### config.mk
export PLATFORM = sky130hd
export DESIGN_NAME = mem_bus_arbiter_flat
export DESIGN_NICKNAME = d
export VERILOG_FILES = /design/src/rtl/mem_bus_arbiter_if.sv /design/src/rtl/mem_bus_arbiter.sv /design/src/flat_wrapper.sv
export SDC_FILE = /design/constraint.sdc
export NUM_CORES = 1
export LEC_CHECK = 0
export BUFFER_PORTS_ARGS = -buffer_cell sky130_fd_sc_hd__buf_2
export CAP_MARGIN = 40
export CORE_AREA = 2 2 120 122
export CTS_CLUSTER_DIAMETER = 50
export DETAILED_ROUTE_END_ITERATION = 12
export DIE_AREA = 0 0 122 124
export SLEW_MARGIN = 30
export SYNTH_ARGS = -nofsm -noshare
export SYNTH_HDL_FRONTEND = slang
export SYNTH_SLANG_ARGS = --single-unit
### constraint.sdc
create_clock -name clk -period 2.2 [get_ports clk]
set_clock_uncertainty 0.2 [all_clocks]
set_input_delay 0.33 -clock clk [delete_from_list [all_inputs] [get_ports clk]]
set_output_delay 0.33 -clock clk [all_outputs]
set_load 0.02 [all_outputs]
### src/rtl/mem_bus_arbiter_if.sv
// Native memory-port bundle (picorv32 style valid/ready handshake).
// The master modport issues requests; the slave modport completes them.
interface mem_bus_arbiter_if;
  logic        valid;
  logic        instr;
  logic [31:0] addr;
  logic [31:0] wdata;
  logic [3:0]  wstrb;
  logic [31:0] rdata;
  logic        ready;

  modport master (
    output valid, instr, addr, wdata, wstrb,
    input  rdata, ready
  );

  modport slave (
    input  valid, instr, addr, wdata, wstrb,
    output rdata, ready
  );
endinterface

### src/rtl/mem_bus_arbiter.sv
// Two-master round-robin arbiter for one native memory port, with grant held
// for the whole transaction and a watchdog that force-completes hung accesses.
module mem_bus_arbiter #(
  parameter int          TIMEOUT_CYCLES = 64,
  parameter logic [31:0] TIMEOUT_RDATA  = 32'hDEADBEEF
) (
  input  logic                      clk,
  input  logic                      resetn,
  mem_bus_arbiter_if.slave          m0,
  mem_bus_arbiter_if.slave          m1,
  mem_bus_arbiter_if.master         s,
  output logic [1:0]                grant,
  output logic                      timeout_err
);

  localparam int WD_W = (TIMEOUT_CYCLES > 0) ? $clog2(TIMEOUT_CYCLES + 1) : 1;
  localparam logic [WD_W-1:0] WD_LAST =
    (TIMEOUT_CYCLES > 0) ? WD_W'(TIMEOUT_CYCLES - 1) : '0;

  typedef enum logic [1:0] {
    IDLE  = 2'd0,
    BUSY0 = 2'd1,
    BUSY1 = 2'd2
  } state_t;

  state_t          state_q, state_d;
  logic            last_grant_q, last_grant_d;
  logic [WD_W-1:0] wd_cnt_q, wd_cnt_d;

  logic busy;
  logic owner;
  logic timeout_hit;
  logic done;

  always_comb begin
    busy        = (state_q == BUSY0) || (state_q == BUSY1);
    owner       = (state_q == BUSY1);
    // A slave acknowledge in the final watchdog cycle wins over the timeout.
    timeout_hit = busy && !s.ready && (TIMEOUT_CYCLES != 0) && (wd_cnt_q == WD_LAST);
    done        = busy && (s.ready || timeout_hit);
  end

  always_comb begin
    state_d      = state_q;
    last_grant_d = last_grant_q;
    wd_cnt_d     = wd_cnt_q;
    case (state_q)
      IDLE: begin
        wd_cnt_d = '0;
        if (m0.valid && (!m1.valid || last_grant_q)) begin
          state_d = BUSY0;
        end else if (m1.valid) begin
          state_d = BUSY1;
        end
      end
      BUSY0, BUSY1: begin
        if (done) begin
          state_d      = IDLE;
          last_grant_d = owner;
          wd_cnt_d     = '0;
        end else begin
          wd_cnt_d = wd_cnt_q + 1'b1;
        end
      end
      default: begin
        state_d  = IDLE;
        wd_cnt_d = '0;
      end
    endcase
  end

  always_ff @(posedge clk) begin
    if (!resetn) begin
      state_q      <= IDLE;
      last_grant_q <= 1'b1;
      wd_cnt_q     <= '0;
    end else begin
      state_q      <= state_d;
      last_grant_q <= last_grant_d;
      wd_cnt_q     <= wd_cnt_d;
    end
  end

  // Slave-side request is a pure mux of the owner's request, zero when idle.
  assign s.valid = busy;
  assign s.instr = busy && (owner ? m1.instr : m0.instr);
  assign s.addr  = busy ? (owner ? m1.addr  : m0.addr)  : 32'd0;
  assign s.wdata = busy ? (owner ? m1.wdata : m0.wdata) : 32'd0;
  assign s.wstrb = busy ? (owner ? m1.wstrb : m0.wstrb) : 4'd0;

  assign m0.ready = done && (state_q == BUSY0);
  assign m1.ready = done && (state_q == BUSY1);
  assign m0.rdata = timeout_hit ? TIMEOUT_RDATA : s.rdata;
  assign m1.rdata = timeout_hit ? TIMEOUT_RDATA : s.rdata;

  assign grant       = {state_q == BUSY1, state_q == BUSY0};
  assign timeout_err = timeout_hit;

endmodule

### src/flat_wrapper.sv
// flat-port wrapper written by rule: the top's interface ports become plain ports
module mem_bus_arbiter_flat 
#(
  parameter int          TIMEOUT_CYCLES = 64,
  parameter logic [31:0] TIMEOUT_RDATA  = 32'hDEADBEEF
)
  (clk, resetn, grant, timeout_err, m0_valid, m0_instr, m0_addr, m0_wdata, m0_wstrb, m0_rdata, m0_ready, m1_valid, m1_instr, m1_addr, m1_wdata, m1_wstrb, m1_rdata, m1_ready, s_valid, s_instr, s_addr, s_wdata, s_wstrb, s_rdata, s_ready);
  mem_bus_arbiter_if m0_i ();
  mem_bus_arbiter_if m1_i ();
  mem_bus_arbiter_if s_i ();
  input  logic clk;
  input  logic resetn;
  output logic [1:0] grant;
  output logic timeout_err;
  input wire logic [$bits(m0_i.valid)-1:0] m0_valid;
  input wire logic [$bits(m0_i.instr)-1:0] m0_instr;
  input wire logic [$bits(m0_i.addr)-1:0] m0_addr;
  input wire logic [$bits(m0_i.wdata)-1:0] m0_wdata;
  input wire logic [$bits(m0_i.wstrb)-1:0] m0_wstrb;
  output wire logic [$bits(m0_i.rdata)-1:0] m0_rdata;
  output wire logic [$bits(m0_i.ready)-1:0] m0_ready;
  input wire logic [$bits(m1_i.valid)-1:0] m1_valid;
  input wire logic [$bits(m1_i.instr)-1:0] m1_instr;
  input wire logic [$bits(m1_i.addr)-1:0] m1_addr;
  input wire logic [$bits(m1_i.wdata)-1:0] m1_wdata;
  input wire logic [$bits(m1_i.wstrb)-1:0] m1_wstrb;
  output wire logic [$bits(m1_i.rdata)-1:0] m1_rdata;
  output wire logic [$bits(m1_i.ready)-1:0] m1_ready;
  output wire logic [$bits(s_i.valid)-1:0] s_valid;
  output wire logic [$bits(s_i.instr)-1:0] s_instr;
  output wire logic [$bits(s_i.addr)-1:0] s_addr;
  output wire logic [$bits(s_i.wdata)-1:0] s_wdata;
  output wire logic [$bits(s_i.wstrb)-1:0] s_wstrb;
  input wire logic [$bits(s_i.rdata)-1:0] s_rdata;
  input wire logic [$bits(s_i.ready)-1:0] s_ready;
  assign m0_i.valid = m0_valid;
  assign m0_i.instr = m0_instr;
  assign m0_i.addr = m0_addr;
  assign m0_i.wdata = m0_wdata;
  assign m0_i.wstrb = m0_wstrb;
  assign m0_rdata = m0_i.rdata;
  assign m0_ready = m0_i.ready;
  assign m1_i.valid = m1_valid;
  assign m1_i.instr = m1_instr;
  assign m1_i.addr = m1_addr;
  assign m1_i.wdata = m1_wdata;
  assign m1_i.wstrb = m1_wstrb;
  assign m1_rdata = m1_i.rdata;
  assign m1_ready = m1_i.ready;
  assign s_valid = s_i.valid;
  assign s_instr = s_i.instr;
  assign s_addr = s_i.addr;
  assign s_wdata = s_i.wdata;
  assign s_wstrb = s_i.wstrb;
  assign s_i.rdata = s_rdata;
  assign s_i.ready = s_ready;
  mem_bus_arbiter #(.TIMEOUT_CYCLES(TIMEOUT_CYCLES), .TIMEOUT_RDATA(TIMEOUT_RDATA)) u_core (.clk(clk), .resetn(resetn), .m0(m0_i), .m1(m1_i), .s(s_i), .grant(grant), .timeout_err(timeout_err));
endmodule
* Word level (Yosys, flattened, before mapping)
Index checks and enable logic that the tools add are counted. W data, S select, Z words.
Storage, ports and cells: memories kept 0, input port bits 175, bits in registers 10, ROM bits 0, output and inout bits 139, word-level logic and storage cells 40, RAM bits 0, bits in latches 0
Operators by class: multipliers 0, mux-type cells 12, bitwise operators 2, reductions and logical operators 17, magnitude comparators 0, add/subtract/negate cells 1, shift-type cells 0, div/mod/pow operators 0, equality and inequality tests 5
Operator list (number):
- $mux W32 | 5
- $mux W4 | 2
- $add A7 B1 Y7 const B | 1
- $eq A7 B6 Y1 const B | 1
- $logic_and A1 B1 Y1 | 7
- $mux W2 | 3
- $pmux W2 S2 | 1
- $reduce_and A2 Y1 | 2
- $logic_or A1 B1 Y1 | 3
- $ne A3 B2 Y1 const B | 1
- $reduce_or A3 Y1 | 1
- $eq A2 B1 Y1 const B | 1
- $eq A2 B2 Y1 const B | 1
- $logic_not A1 Y1 | 2
- $logic_not A2 Y1 | 1
- $ne A2 B1 Y1 const B | 1
- $not A1 Y1 | 2
- $reduce_or A2 Y1 | 1
- $mux W1 | 1

* Logic depth before layout (Yosys ltp)
word-level depth 8, gate-level depth with buffers 7, mapped depth without buffers 6

* Worst setup path after synthesis
OpenSTA, ideal clock, no wires.
kind register to output, start point register u_core.state_q[0], end point output port m1_rdata[17], data required time 1.670 ns, data arrival time 1.856 ns, path slack -0.186 ns, buffers on the path 2, cell stages (with the launch flop) 8, path through dfxtp_1 -> inv_1 -> ha_1 -> nor2b_1 -> and2_4 -> buf_6 -> nor2b_1 -> buf_4
Between the ends: word-level cells in the longest chain between the ends 5, elaborated cells between the ends (all ways) 6, classes of those cells eq/ne: 2; mux: 1; reduce/logical: 3
Ends and longest elaborated chain:
- start: declaration | RTL line mem_bus_arbiter.sv:26 | state_t state_q, state_d;
- start signal: assignment | RTL line mem_bus_arbiter.sv:78 | state_q <= state_d;
- $eq A2 B1 Y1 or $eq A2 B2 Y1 (tied branches) | RTL line mem_bus_arbiter.sv:36 | busy = (state_q == BUSY0) || (state_q == BUSY1);
- $logic_or A1 B1 Y1 * | RTL line mem_bus_arbiter.sv:36
- net s_valid | RTL line flat_wrapper.sv:29 | output wire logic [$bits(s_i.valid)-1:0] s_valid;
- $logic_and A1 B1 Y1 * (2 in series) | RTL line mem_bus_arbiter.sv:39 | timeout_hit = busy && !s.ready && (TIMEOUT_CYCLES != 0) && (wd_cnt_q == WD_LAST);
- $mux W32 *
- end: declaration | RTL line flat_wrapper.sv:27 | output wire logic [$bits(m1_i.rdata)-1:0] m1_rdata;
The timed path passes the listed nets; every way through them passes the cells marked *.

* Worst setup path in the final report
start point register u_core.state_q[1], end point output port m1_rdata[20]
Between the ends: word-level cells in the longest chain between the ends 5, elaborated cells between the ends (all ways) 6, classes of those cells eq/ne: 2; mux: 1; reduce/logical: 3
Ends and longest elaborated chain:
- $eq A2 B1 Y1 or $eq A2 B2 Y1 (tied branches) | RTL line mem_bus_arbiter.sv:36
- $logic_or A1 B1 Y1 * | RTL line mem_bus_arbiter.sv:36
- $logic_and A1 B1 Y1 * (2 in series) | RTL line mem_bus_arbiter.sv:39
- $mux W32 * | RTL line mem_bus_arbiter.sv:94 | assign m1.rdata = timeout_hit ? TIMEOUT_RDATA : s.rdata;
Mark *: on every way between the ends. The rest lies on a longest branch, timed or not.

==> results.ini <==
[layout]
nets=759
multi_input_area_sq_mm=0.00184
n_fill_cell=1419
register_area_sq_um=208
diodes=0
layout_common_cells=buf_2, nor2b_1, mux2i_1
syn_to_final_growth_pct=115
layout-drive-gt1-share=0.708
final_common_cell=buf_2

[global_routing]
grt_usage=0.111
grt_max_degree=43
grt_pass1_wl_um=13200
grt_pass1_vias=2696
antenna_found_initial=0
grt-ovfl-total=0

[yosys]
synth.distinct_cells=30
synth_fp_nets=457
yosys.area_share.simple=0.350
synth_top_family_by_area=simple AND/OR/NAND/NOR gates
synthArstFlopShare=0
postSynthAreaPerCell_sq_um=7.92
yosysSeqAreaShare=0.0909
synthCells=278
synth_edf_count=0
synth_fa_ha_area_frac=0.0227
ys.warnings.count=0
syn_area_sq_mm=0.00220
synth_ff_type=dfxtp_1
synth_xor_area_frac=0.0159
synthMuxAreaShare=0.314
synth.ff_latch_count=10
synth_compound_area_frac=0.0392

[critical_path]
arrival_ns=1.68
path_cells=inv_4 -> ha_4 -> nor2b_4 -> and2_4 -> buf_8 -> nor2b_4 -> buf_6
worstSetupPathType=reg2out
slowest_stage=dfxtp_2
required_ns=1.67
critPathMaxStageDelay_ns=0.34
path_buf_inv=3
crit_family=simple AND/OR/NAND/NOR gates
start_kind=flop
cp-end-kind=primary output
critPathMostFrequentCell=nor2b_4
crit_path_max_fanout=8

[sta]
fin_ws_ns=-0.0133
setup_tns_ns=-0.124
hold_slack_ns=0.151
tightest_slew_ns=0.333
setup_viol_count_final=13
fmax_ghz=0.452
relSlewSlack=0.775
min_period_over_period=1.01
hold_viol_final=0
drv_slew=0
post-route-min-period_ns=2.21
rsz0062_at_grt=yes

[drt]
met2_length_um=5760
via_per_inst=3.99
m1WireLength_um=3840
drc=0
wirelength_um=10500
ant_nets=0
wl_per_cell_um=13.8
drt_iter0_drc=65
wl_met3_um=836
top_layer=met4
dr.pass1.iters=4
vias=3030

[die]
die_height_um=124
die_area_sq_mm=0.0151
initial_core_util=0.161
coreArea_sq_mm=0.0137
ios=314
rows=43
die_w_um=122

[run_status]
outcome=finished, violations left
violations=negative setup slack

[min_path]
hold_path.class=in2reg

[cts]
cts_buffers=3
ctsHtreeMaxLevel=1
clk_pin_slew_worst_paths_ns=0.04
cts_root_buf=clkbuf_16
clock_sinks=10
clock_latency_ns=0.24
cts_max_path_buffers=2
cts_tree=built
cts-hold-fix-buffers=0

[power]
p_leak_nw=2.42
power_switching_mw=0.975
p_int_mw=1.30
switching_share=0.429
share_seq_of_total_power=0.088
combPwrFrac=0.754
p_per_area_mw_per_mm2=480
p_clk_frac=0.158
vdd_ir_drop_max_mv=0.187

[placed_design]
io_buffers=313
gp_congestion=0.814
hpwl_um=7770

[run]
drv_cap=0

## flip-flops by register name (all words and copies together) (netlist names)
signal / flops
u_core.state_q: 2
u_core.last_grant_q: 1
u_core.wd_cnt_q: 7
## metrics by stage
| step | cell area [sq um] | instances | total power, mW | setup WS (ns) | util |
|---|---|---|---|---|---|
| 4_1_cts | 4130 | 748 | 2.12 | -0.0218 | 0.301 |
| 3_3_place_gp | 3840 | 735 | 1.66 | 0.109 | 0.280 |
| 6_report | 4740 | 759 | 2.27 | -0.0133 | 0.345 |
| 3_5_place_dp | 3840 | 735 | 1.67 | 0.0652 | 0.280 |
| 5_1_grt | 4740 | 759 | 2.42 | -0.0997 | 0.345 |
| 2_1_floorplan | 2240 | 278 | 1.15 | -0.0104 | - |
## cell usage after synthesis (all sizes together) (2+ instances only)
master	instances	share of area
o21ai	2	0.0045
clkbuf	9	0.015
mux2i	69	0.31
nand3	4	0.011
nand2	4	0.0068
ha	4	0.023
nor2b	78	0.22
dfxtp	10	0.091
o211a	2	0.0091
buf	43	0.14
or2	25	0.071
xor2	3	0.012
inv	5	0.0085
nand2b	2	0.0057
nor2	6	0.010
## per-layer routing
layer / vias to the layer above / GRT usage
li1: 1500 / -
met3: 4 / 0.0151
met2: 188 / 0.241
met1: 1338 / 0.116
met4: 0 / 0.00216
met5: - / 0
## power groups by stage
stage	logic (mW)	clock network, mW	registers [mW]
finish	1.71	0.359	0.199
global route	1.83	0.385	0.200
CTS	1.55	0.367	0.199
detailed placement	1.47	0	0.200
global placement	1.46	0	0.200
floorplan	0.952	0	0.200
## cell families (layout without fill, tap and decap cells)
family	count (synthesis)	count (layout)
flip-flops	10	10
multiplexers	69	69
buffers and inverters	57	355
adder cells (fa/ha/maj)	4	4
AND/OR/NAND/NOR	124	127
XOR/XNOR	4	4
AO/OA/AOI/OAI	10	10
## final timing paths
kind                                             to  slack (ns)               start  cells past startpoint
worst max-delay path                   m1_rdata[20]       -0.01   u_core.state_q[1]                      7
worst min-delay path            u_core.last_grant_q        0.15              resetn                      2
worst max register to register    u_core.state_q[0]        0.38   u_core.state_q[1]                      7
worst min register to register   u_core.wd_cnt_q[6]        0.33  u_core.wd_cnt_q[6]                      1
## worst reg2reg max path, stage by stage (launching register included)
cell and delay [ns]:
dfxtp_2 0.34, inv_4 0.04, ha_4 0.27, nor2b_4 0.19, buf_4 0.15, o31ai_2 0.08, and4bb_2 0.23, a31o_2 0.20
## final cells by class
type                       count  share of cell area
sequential                    10              0.0438
tap                          180              0.0475
clock buffer                   4              0.0188
multi-input combinational    214               0.389
inverter                       5             0.00449
timing repair buffer         346               0.496
## what timing repair did
item	4_1_cts	5_1_grt
pin swaps	4	16
setup buffers	5	10
gates resized for setup	27	155
setup endpoints to repair	107	105
cloned	4	3
Note: power is estimated with default switching activity, not from simulation.
